File: config.mk
export PLATFORM = sky130hd
export DESIGN_NAME = mcht_rx_dec
export DESIGN_NICKNAME = d
export VERILOG_FILES = /design/src/rtl/mcht_pkg.sv /design/src/rtl/mcht_sync_edge.sv /design/src/rtl/mcht_rx_dec.sv
export SDC_FILE = /design/constraint.sdc
export NUM_CORES = 1
export LEC_CHECK = 0
export ABC_AREA = 1
export CAP_MARGIN = 20
export CORE_ASPECT_RATIO = 1.25
export CORE_UTILIZATION = 60
export CTS_CLUSTER_DIAMETER = 200
export DETAILED_ROUTE_END_ITERATION = 12
export GPL_ROUTABILITY_DRIVEN = 0
export PLACE_DENSITY_LB_ADDON = 0.1
export SYNTH_ARGS = -nofsm -noshare
export SYNTH_HDL_FRONTEND = slang
export SYNTH_SLANG_ARGS = --single-unit
File: constraint.sdc
create_clock -name clk -period 4.1 [get_ports clk]
set_input_delay 0.615 -clock clk [delete_from_list [all_inputs] [get_ports clk]]
set_output_delay 0.615 -clock clk [all_outputs]
set_load 0.02 [all_outputs]
File: src/rtl/mcht_pkg.sv
// Shared types and sizing helpers for the Manchester receive decoder.
// The optional parity bit is enabled by defining MCHT_RX_PARITY_EN.
package mcht_pkg;

    typedef enum logic [1:0] {
        IDLE = 2'd0,
        DATA = 2'd1,
        ERR  = 2'd2
    } state_e;

    localparam int BIT_CLKS_DEF = 16;

    // Window counter has to hold the timeout value 5*BIT_CLKS/4 itself.
    function automatic int win_cnt_w(input int bit_clks);
        return $clog2(5 * bit_clks / 4 + 1);
    endfunction

endpackage

File: src/rtl/mcht_sync_edge.sv
// Two-flop synchronizer for the serial line followed by registered
// single-cycle rise/fall pulses (three clocks from line change to pulse).
module mcht_sync_edge (
    input  logic clk,
    input  logic rst_n,
    input  logic d_i,
    output logic rise_o,
    output logic fall_o
);

    logic s1_q, s2_q, s3_q;
    logic rise_q, fall_q;

    always_ff @(posedge clk or negedge rst_n) begin
        if (!rst_n) begin
            s1_q   <= 1'b0;
            s2_q   <= 1'b0;
            s3_q   <= 1'b0;
            rise_q <= 1'b0;
            fall_q <= 1'b0;
        end else begin
            s1_q   <= d_i;
            s2_q   <= s1_q;
            s3_q   <= s2_q;
            rise_q <= s2_q & ~s3_q;
            fall_q <= ~s2_q & s3_q;
        end
    end

    assign rise_o = rise_q;
    assign fall_o = fall_q;

endmodule

File: src/rtl/mcht_rx_dec.sv
// Manchester receive decoder: start bit, 8 data bits MSB first, optional
// even parity bit (MCHT_RX_PARITY_EN), valid/ready byte output with overflow.
//
// state | meaning
// IDLE  | line idle, waiting for the start-bit rising mid-edge
// DATA  | timing mid-bit edges and shifting in data (and parity) bits
// ERR   | one cycle with frm_err high, partial byte discarded
module mcht_rx_dec
    import mcht_pkg::*;
#(
    parameter int BIT_CLKS = BIT_CLKS_DEF
) (
    input  logic       clk,
    input  logic       rst_n,
    input  logic       ena,
    input  logic       rx_i,
    output logic [7:0] out_data,
    output logic       out_valid,
    input  logic       out_ready,
    output logic       frm_err,
    output logic       ovf,
    input  logic       ovf_clr
);

    localparam int CW = win_cnt_w(BIT_CLKS);
    localparam logic [CW-1:0] MID_LO  = CW'(3 * BIT_CLKS / 4);
    localparam logic [CW-1:0] WIN_MAX = CW'(5 * BIT_CLKS / 4);
`ifdef MCHT_RX_PARITY_EN
    localparam logic [3:0] LAST_BIT = 4'd8;
`else
    localparam logic [3:0] LAST_BIT = 4'd7;
`endif

    state_e        state_q;
    logic [CW-1:0] cnt_q;
    logic [3:0]    bit_q;
    logic [7:0]    sh_q;
    logic [7:0]    out_data_q;
    logic          out_valid_q;
    logic          frm_err_q;
    logic          ovf_q;

    logic          rise_w, fall_w;
    logic          mid_w, last_w;
    logic          cmpl_w, perr_w;
    logic [7:0]    cbyte_w;

    mcht_sync_edge u_sync (
        .clk    (clk),
        .rst_n  (rst_n),
        .d_i    (rx_i),
        .rise_o (rise_w),
        .fall_o (fall_w)
    );

    assign mid_w  = (rise_w | fall_w) && (cnt_q >= MID_LO);
    assign last_w = (bit_q == LAST_BIT);

    always_comb begin
        cmpl_w  = 1'b0;
        perr_w  = 1'b0;
        cbyte_w = {sh_q[6:0], rise_w};
        if (ena && state_q == DATA && cnt_q != WIN_MAX && mid_w && last_w) begin
`ifdef MCHT_RX_PARITY_EN
            // Even parity: data bits plus parity bit must carry an even count of ones.
            cbyte_w = sh_q;
            perr_w  = ^{sh_q, rise_w};
            cmpl_w  = ~perr_w;
`else
            cmpl_w  = 1'b1;
`endif
        end
    end

    always_ff @(posedge clk or negedge rst_n) begin
        if (!rst_n) begin
            state_q     <= IDLE;
            cnt_q       <= '0;
            bit_q       <= '0;
            sh_q        <= '0;
            out_data_q  <= '0;
            out_valid_q <= 1'b0;
            frm_err_q   <= 1'b0;
            ovf_q       <= 1'b0;
        end else begin
            // A completed byte is dropped only when the previous one is still stalled.
            if (cmpl_w && (!out_valid_q || out_ready)) begin
                out_data_q  <= cbyte_w;
                out_valid_q <= 1'b1;
            end else if (out_valid_q && out_ready) begin
                out_valid_q <= 1'b0;
            end

            if (cmpl_w && out_valid_q && !out_ready) begin
                ovf_q <= 1'b1;
            end else if (ovf_clr) begin
                ovf_q <= 1'b0;
            end

            frm_err_q <= 1'b0;

            if (!ena) begin
                state_q <= IDLE;
            end else begin
                case (state_q)
                    IDLE: begin
                        if (rise_w) begin
                            state_q <= DATA;
                            cnt_q   <= '0;
                            bit_q   <= '0;
                        end
                    end
                    DATA: begin
                        if (cnt_q == WIN_MAX) begin
                            state_q   <= ERR;
                            frm_err_q <= 1'b1;
                        end else if (mid_w) begin
                            cnt_q <= '0;
                            if (last_w) begin
                                state_q   <= perr_w ? ERR : IDLE;
                                frm_err_q <= perr_w;
                            end else begin
                                sh_q  <= {sh_q[6:0], rise_w};
                                bit_q <= bit_q + 4'd1;
                            end
                        end else begin
                            cnt_q <= cnt_q + 1'b1;
                        end
                    end
                    ERR: begin
                        state_q <= IDLE;
                        sh_q    <= '0;
                    end
                    default: state_q <= IDLE;
                endcase
            end
        end
    end

    assign out_data  = out_data_q;
    assign out_valid = out_valid_q;
    assign frm_err   = frm_err_q;
    assign ovf       = ovf_q;

endmodule
==> results.sh, run 1 <==
export IMPL_outcome="finished clean"
export IMPL_netlist_instances=199
export IMPL_reg2reg_depth=8
export IMPL_crit_fanout=2
export IMPL_layout_nets=227
export IMPL_die_x_um=50.8
export IMPL_p_leak_nw=1.09
export IMPL_highest_layer="met4"
export IMPL_syn_nets=208
export IMPL_drv_cap=0
export IMPL_cts_resized=0
export IMPL_p_per_area_nw_per_um2=445
export IMPL_rows=21
export IMPL_tightest_slew_ns=0.416
export IMPL_met1_length_mm=1.38
export IMPL_die_height_um=63.0
export IMPL_ys_top_cells_by_area="dfrtp_1 48%, nand2_1 12%, nand4_1 5.9%, inv_1 4.2%, nor2_1 3.4%"
export IMPL_grt_antenna_before_repair=0
export IMPL_via_count=1373
export IMPL_finClkSkew_ns=0.00834
export IMPL_critPathMaxStageDelay_ns=0.60
export IMPL_hold_class="flop to flop"
export IMPL_antennaDiodeCount=0
export IMPL_grt_ovfl_total=0
export IMPL_route_met3_wl_um=119
export IMPL_vias_per_cell=5.43
export IMPL_final_seq_area_um2=851
export IMPL_ios=17
export IMPL_synth_flop_cell="dfrtp_1"
export IMPL_clock_path_buffers=2
export IMPL_synth_most_common_cell="nand2_1"
export IMPL_slew_violations=0
export IMPL_ff2ff_setup_slack_ns=2.50
export IMPL_core_area_um2=2760
export IMPL_hold_viol=0
export IMPL_cts_made_buffers=5
export IMPL_syn_avg_cell_area_um2=8.98
export IMPL_critical_path_class="flop to output port"
export IMPL_peakVddDrop_v=0.000426
export IMPL_critical_path_top_delay_family="buffers and inverters"
export IMPL_grt_pass1_wl_mm=5.83
export IMPL_synth_top_cells_by_count="57 x nand2_1, 34 x dfrtp_1, 20 x inv_1"
export IMPL_cp_depth=1
export IMPL_clk_pin_slew_ns=0.10
export IMPL_area_growth_pct=15.5
export IMPL_htreeDepth=2
export IMPL_holdCritStartpoint="u_sync.s1_q"
export IMPL_min_to="u_sync.s2_q"
export IMPL_clkLatencyLatePin_ns=0.34
export IMPL_max_slew_margin=0.723
export IMPL_rsz0062_at_grt="no"
export IMPL_wl_met2_mm=1.58
export IMPL_period_needed_ns=1.92
export IMPL_post_drt_wl_per_cell_um=12.5
export IMPL_finalSetupTns_ns=0
export IMPL_cts_hold_buf=0
export IMPL_netlist_area_leader_share=0.476
export IMPL_crit_path_end_kind="output port"
export IMPL_dieArea_um2=3200
export IMPL_cp_buffers_inverters=1
export IMPL_finalCritPeriodShare=0.468
export IMPL_path_cells="clkdlybuf4s50_1"
export IMPL_r2r_end="out_data[2]"
export IMPL_first_pass_iters=4
export IMPL_worstPathRequired_ns=3.48
export IMPL_power_total_mw=0.919
export IMPL_syn_cell_area_um2=1790
export IMPL_port_buffers=16
export IMPL_ys_ff_latch=34
export IMPL_synth_warnings=0
export IMPL_drc=0
export IMPL_cts_tree="yes"
export IMPL_cp_slowest_cell="clkdlybuf4s50_1"
export IMPL_grt_max_degree=35
export IMPL_synth_edf_count=0
export IMPL_yosysUniqueCellTypes=26
export IMPL_dp_hpwl_mm=2.30
export IMPL_multi_input_comb_area_um2=790
export IMPL_yosysSeqAreaShare=0.476
export IMPL_seqPwrFrac=0.468
export IMPL_cts_root_buf="clkbuf_4"
export IMPL_drive_gt1_frac=0.160
export IMPL_switching_share=0.292
export IMPL_drtAntennaViolNets=0
export IMPL_ys_async_sr_fraction=1.00
export IMPL_critPathLaunchType="flop"
export IMPL_drt_iter0_drc=22
export IMPL_clock_sinks=34
export IMPL_start_util=0.648
export IMPL_yosys_area_top_type="dfrtp_1"
export IMPL_wl_mm=3.17
export IMPL_combPwrFrac=0.188
export IMPL_whs_path_depth=0
export IMPL_p_switching_mw=0.268
export IMPL_setup_violations=0
export IMPL_pwr_share_clk=0.344
export IMPL_cp_arrival_ns=1.30
export IMPL_internal_power_mw=0.651
export IMPL_grt_pass1_vias=1354
export IMPL_post_cts_buffers=0
export IMPL_grtUsageTotal=0.244
export IMPL_fillerInstances=206
export IMPL_fmax_ghz=0.521
export IMPL_rr_startpoint="cnt_q[0]"
==> cells in the final DEF (no fill, tap or decap), types with 2 or more instances in the layout <==
cell	Yosys	final
nand2_1	57	57
dfrtp_1	34	34
inv_1	20	20
nand4_1	17	17
nor2_1	16	16
clkdlybuf4s50_1	0	16
nand3_1	11	11
nand2_2	7	7
nand2_4	5	5
clkbuf_4	0	5
o21ai_1	4	4
nand3_2	3	3
ha_1	3	3
inv_2	2	2
nor2_8	2	2
a21oi_4	2	2
nand3_4	2	2
o21ai_0	2	2
bufinv_16	0	2
==> how the worst max path moves through the flow <==
stage	to	slack, ns	start
floorplan	state_q[0]	2.78	cnt_q[0]
detailed placement	out_data[2]	2.18	ena
CTS	ovf	2.16	ovf
finish	out_data[6]	2.18	out_data[6]
global placement	out_data[5]	2.22	ena
global route	out_data[1]	2.13	out_data[1]
==> logic make-up after synthesis <==
| family | count (synthesis) | synth area share |
|---|---|---|
| simple gates | 122 | 0.369 |
| flops | 34 | 0.476 |
| buf+inv | 29 | 0.0826 |
| compound gates | 9 | 0.0420 |
| fa+ha+maj | 3 | 0.0210 |
| xor+xnor | 2 | 0.00980 |
==> per-stage QoR <==
stage          hold WS, ns  cells   util  worst slack [ns]  area [um2]
2_1_floorplan        0.319    199      -              2.78        1790
3_3_place_gp         0.342    245  0.708              2.22        1950
3_5_place_dp         0.340    245  0.708              2.18        1950
4_1_cts              0.369    253  0.748              2.16        2060
5_1_grt              0.386    253  0.748              2.13        2060
6_report             0.367    253  0.748              2.18        2060
==> registers in the layout, summed over array words and instances, names as in the netlist <==
| signal | cells |
|---|---|
| u_sync.rise_o | 1 |
| frm_err | 1 |
| state_q | 2 |
| ovf | 1 |
| sh_q | 7 |
| u_sync.s1_q | 1 |
| out_data | 8 |
| u_sync.s3_q | 1 |
| out_valid | 1 |
| u_sync.fall_o | 1 |
| cnt_q | 5 |
| u_sync.s2_q | 1 |
| bit_q | 4 |
==> final cells by class <==
cell class                      instances  share of cell area
Sequential cell                        34               0.412
Tap cell                               34              0.0206
Clock inverter                          2              0.0291
Timing Repair Buffer                   17              0.0812
Clock buffer                            6              0.0248
Inverter                               24              0.0497
Multi-Input combinational cell        136               0.382
==> routing by layer <==
| metal | GRT usage | up-vias |
|---|---|---|
| met2 | 0.412 | 31 |
| met5 | 0 | - |
| met3 | 0.0535 | 14 |
| met4 | 0.118 | 0 |
| li1 | - | 678 |
| met1 | 0.288 | 650 |
==> power by group through the flow <==
stage	clock, mW	combinational [mW]	sequential (mW)
after floorplan	0	0.142	0.421
after global placement	0	0.163	0.431
after detailed placement	0	0.174	0.435
after CTS	0.323	0.175	0.429
after global routing	0.336	0.198	0.437
final	0.316	0.173	0.430
(Power assumes the default switching activity.)
==> inputs of run 2 (changes only) <==
- CORE_UTILIZATION: 60 -> 56
- clock period: 4.1 -> 2 ns (I/O delays scaled with it)
==> results.sh, run 2 (same netlist as run 1, synthesis figures left out) <==
export IMPL_grt_ovfl_total=0
export IMPL_p_per_area_nw_per_um2=853
export IMPL_critical_path_class="flop to flop"
export IMPL_core_area_um2=3000
export IMPL_cts_tree="yes"
export IMPL_critPathLaunchType="flop"
export IMPL_grt_max_degree=35
export IMPL_clk_pin_slew_ns=0.10
export IMPL_p_leak_nw=1.07
export IMPL_final_common_cell="nand2_1"
export IMPL_worstPathRequired_ns=2.22
export IMPL_post_drt_wl_per_cell_um=12.4
export IMPL_period_needed_ns=1.61
export IMPL_start_util=0.596
export IMPL_via_count=1353
export IMPL_vias_per_cell=5.33
export IMPL_first_pass_iters=4
export IMPL_crit_fanout=11
export IMPL_dieArea_um2=3420
export IMPL_ff2ff_setup_slack_ns=0.39
export IMPL_finClkSkew_ns=0.00919
export IMPL_cts_root_buf="clkbuf_4"
export IMPL_rr_startpoint="cnt_q[0]"
export IMPL_drc=0
export IMPL_drv_cap=0
export IMPL_hold_slack_ns=0.356
export IMPL_cts_made_buffers=5
export IMPL_hold_viol=0
export IMPL_drive_gt1_frac=0.156
export IMPL_rsz0062_at_grt="no"
export IMPL_hold_class="primary input to async pin"
export IMPL_drtAntennaViolNets=0
export IMPL_port_buffers=16
export IMPL_die_height_um=65.2
export IMPL_setup_violations=0
export IMPL_rows=22
export IMPL_final_cell_mix="57 x nand2_1, 34 x dfrtp_1, 20 x inv_1"
export IMPL_r2r_end="out_data[1]"
export IMPL_grt_pass1_wl_mm=5.68
export IMPL_max_slew_margin=0.718
export IMPL_grt_antenna_before_repair=0
export IMPL_outcome="finished clean"
export IMPL_clkLatencyLatePin_ns=0.32
export IMPL_reg2reg_depth=8
export IMPL_clock_path_buffers=2
export IMPL_wl_mm=3.16
export IMPL_finalSetupTns_ns=0
export IMPL_cts_hold_buf=0
export IMPL_fmax_ghz=0.622
export IMPL_htreeDepth=2
export IMPL_antennaDiodeCount=0
export IMPL_dp_hpwl_mm=2.31
export IMPL_cp_arrival_ns=1.83
export IMPL_fin_util=0.679
export IMPL_drt_iter0_drc=59
export IMPL_worst_slack_ns=0.392
export IMPL_cts_resized=0
export IMPL_ios=17
export IMPL_peakVddDrop_v=0.000596
export IMPL_crit_path_end_kind="flop"
export IMPL_dp_slack_ns=0.387
export IMPL_finalCritPeriodShare=0.804
export IMPL_power_total_mw=1.74
export IMPL_layout_nets=227
export IMPL_tightest_slew_ns=0.423
export IMPL_grt_pass1_vias=1356
export IMPL_slew_violations=0
export IMPL_area_growth_pct=13.9
export IMPL_die_x_um=52.5
export IMPL_largest_reg_flops=8
export IMPL_post_cts_buffers=0
export IMPL_clock_sinks=34
export IMPL_grtUsageTotal=0.225
==> run 2: changes by cell type in the layout (fill, tap and decap cells not counted) <==
cell,previous run,this run
bufinv_16,2,1
==> run 2: final cells by class <==
class                           instances  area, um2
Clock inverter                          1       30.0
Timing Repair Buffer                   17        168
Inverter                               24        103
Tap cell                               36       45.0
Sequential cell                        34        851
Fill cell                             241        963
Clock buffer                            6       51.3
Multi-Input combinational cell        136        790
==> run 2: power by group <==
group / internal (mW) / leakage, nW / switching [mW] / total [mW]
Combinational: 0.126 / 0.567 / 0.225 / 0.351
Sequential: 0.783 / 0.460 / 0.0988 / 0.882
Clock: 0.291 / 0.0443 / 0.215 / 0.506
Total: 1.20 / 1.07 / 0.538 / 1.74
==> run 2: worst max path at each step <==
stage	start	end	slack, ns	depth (start not counted)
after CTS	out_data[0]	out_data[0]	0.37	1
after global routing	cnt_q[0]	out_data[1]	0.25	8
after global placement	ena	out_data[6]	0.43	6
after floorplan	cnt_q[0]	state_q[0]	0.68	8
after detailed placement	ena	out_data[1]	0.39	6
final	cnt_q[0]	out_data[1]	0.39	8
==> run 2: critical path: stages, from the launching register on <==
cell and delay, ns:
dfrtp_1 0.44, inv_1 0.09, ha_1 0.22, nand2_2 0.12, nor2_8 0.07, nor2_4 0.26, nand3_4 0.17, nand2_1 0.11
nand2_1 0.05
==> run 2: metrics by stage <==
step | cell area (um2) | instances
after global routing | 2040 | 254
after detailed placement | 1960 | 247
after global placement | 1960 | 247
final | 2040 | 254
after CTS | 2040 | 254
after floorplan | 1790 | 199
==> run 2: routing by layer <==
layer,global-route usage,part of all wire,vias to the layer above,wire length [um]
met4,0.0921,0.010,0,33
met5,0,0,-,0
met2,0.364,0.50,27,1580
met3,0.0694,0.041,4,130
met1,0.273,0.45,647,1410
li1,-,-,675,-
==> inputs of run 3 (changes only) <==
- CORE_UTILIZATION: 56 -> 51
- clock period: 2 -> 1.4 ns (I/O delays scaled with it)
==> results.sh, run 3 (same netlist as run 1, synthesis figures left out) <==
export IMPL_outcome="finished clean"
export IMPL_final_cells=275
export IMPL_finClkSkew_ns=0.0115
export IMPL_dp_cells=259
export IMPL_wl_mm=3.46
export IMPL_largest_reg_flops=8
export IMPL_grtUsageTotal=0.217
export IMPL_ff2ff_setup_slack_ns=0.07
export IMPL_clk_pin_slew_ns=0.08
export IMPL_critPathLaunchType="flop"
export IMPL_r2r_end="bit_q[1]"
export IMPL_finalCritPeriodShare=0.947
export IMPL_drtAntennaViolNets=0
export IMPL_port_buffers=16
export IMPL_first_pass_iters=4
export IMPL_setup_violations=0
export IMPL_hold_viol=0
export IMPL_fmax_ghz=0.754
export IMPL_ios=17
export IMPL_worstPathRequired_ns=1.58
export IMPL_tightest_slew_ns=0.231
export IMPL_dp_hpwl_mm=2.46
export IMPL_dieArea_um2=3750
export IMPL_clock_path_buffers=2
export IMPL_reg2reg_depth=8
export IMPL_cts_made_buffers=5
export IMPL_rows=23
export IMPL_final_cell_mix="56 x nand2_1, 31 x dfrtp_1, 18 x inv_1"
export IMPL_period_needed_ns=1.33
export IMPL_crit_fanout=3
export IMPL_crit_path_end_kind="flop"
export IMPL_die_x_um=55.0
export IMPL_max_slew_margin=0.846
export IMPL_cts_tree="yes"
export IMPL_post_drt_wl_per_cell_um=12.6
export IMPL_drive_gt1_frac=0.265
export IMPL_cp_arrival_ns=1.51
export IMPL_rr_startpoint="cnt_q[1]"
export IMPL_critPathMaxStageDelay_ns=0.40
export IMPL_grt_antenna_before_repair=0
export IMPL_cp_slowest_cell="dfrtp_1"
export IMPL_critical_path_class="flop to flop"
export IMPL_hold_class="primary input to async pin"
export IMPL_clkLatencyLatePin_ns=0.29
export IMPL_grt_max_degree=35
export IMPL_layout_nets=246
export IMPL_grt_pass1_vias=1327
export IMPL_drt_iter0_drc=59
export IMPL_slew_violations=0
export IMPL_p_leak_nw=1.23
export IMPL_worst_slack_ns=0.0740
export IMPL_vias_per_cell=5.18
export IMPL_path_cells="inv_2, ha_4, nand2_4, nor2_8, a21oi_4, buf_4, nand3b_1, nand2_1"
export IMPL_dp_slack_ns=-0.0725
export IMPL_via_count=1425
export IMPL_grt_ovfl_total=0
export IMPL_start_util=0.545
export IMPL_core_area_um2=3280
export IMPL_area_growth_pct=27.6
export IMPL_cts_root_buf="clkbuf_8"
export IMPL_grt_pass1_wl_mm=5.75
export IMPL_hold_slack_ns=0.291
export IMPL_peakVddDrop_v=0.00109
export IMPL_p_per_area_nw_per_um2=1210
export IMPL_drc=0
export IMPL_htreeDepth=2
export IMPL_final_common_cell="nand2_1"
export IMPL_fillerInstances=255
export IMPL_die_height_um=68.2
export IMPL_clock_sinks=34
export IMPL_drv_cap=0
export IMPL_antennaDiodeCount=0
==> run 3: cell count changes in the layout (fill, tap and decap cells not counted), sizes merged <==
| cell | delta |
|---|---|
| buf | +19 |
| clkdlybuf4s50 | -11 |
| clkinvlp | +1 |
| clkinv | +1 |
| bufinv | -1 |
| dlygate4sd2 | +11 |
==> run 3: worst max path at each step <==
stage	endpoint	depth (start not counted)	from	slack (ns)
floorplan	state_q[0]	8	cnt_q[0]	0.08
CTS	sh_q[5]	7	bit_q[0]	0.02
detailed placement	sh_q[5]	6	ena	-0.07
global route	bit_q[0]	8	cnt_q[1]	-0.0001
global placement	cnt_q[2]	7	cnt_q[0]	0.02
finish	bit_q[1]	8	cnt_q[1]	0.07
==> run 3: layout make-up <==
cell class | instances | area [um2] | area share
Clock inverter | 2 | 12.5 | 0.00548
Clock buffer | 6 | 82.6 | 0.0362
Multi-Input combinational cell | 136 | 855 | 0.374
Tap cell | 37 | 46.3 | 0.0203
Sequential cell | 34 | 855 | 0.374
Timing Repair Buffer | 36 | 329 | 0.144
Inverter | 24 | 103 | 0.0450
==> run 3: timing repair <==
| action | 4_1_cts | 5_1_grt |
|---|---|---|
| setup endpoints to repair | 28 | 23 |
| setup buffers | 0 | 8 |
| resized for setup | 17 | 12 |
| gates cloned | 0 | 0 |
| pin swaps | 1 | 10 |
| hold buffers | 0 | 0 |
==> run 3: report_power, final <==
part	switching (mW)	internal, mW	leakage, nW	total (mW)
Clock	0.367	0.395	0.0472	0.762
Combinational	0.419	0.343	0.725	0.762
Sequential	0.108	1.12	0.455	1.23
Total	0.893	1.86	1.23	2.75
==> run 3: worst max-delay path: cells and delay by family, from the launching register on <==
family / cells / cell delay [ns]
AO/OA/AOI/OAI: 1 / 0.09
adder cells (fa/ha/maj): 1 / 0.14
buffers and inverters: 2 / 0.21
flip-flops: 1 / 0.40
AND/OR/NAND/NOR: 4 / 0.37
==> run 3: stage by stage <==
step	power [mW]	utilization	setup TNS, ns	cell area, um2
after floorplan	1.65	-	0	1790
after global placement	1.86	0.629	0	2060
after detailed placement	1.91	0.629	-0.602	2060
after CTS	2.71	0.664	0	2180
after global routing	2.92	0.696	-0.000111	2280
final	2.75	0.696	0	2280
==> run 3: metal layers <==
metal / GRT usage / routed length [um] / vias to the layer above
met5: 0 / 0 / -
met4: 0.0875 / 48 / 0
met3: 0.0667 / 121 / 4
met2: 0.370 / 1750 / 29
met1: 0.247 / 1530 / 678
li1: - / - / 714
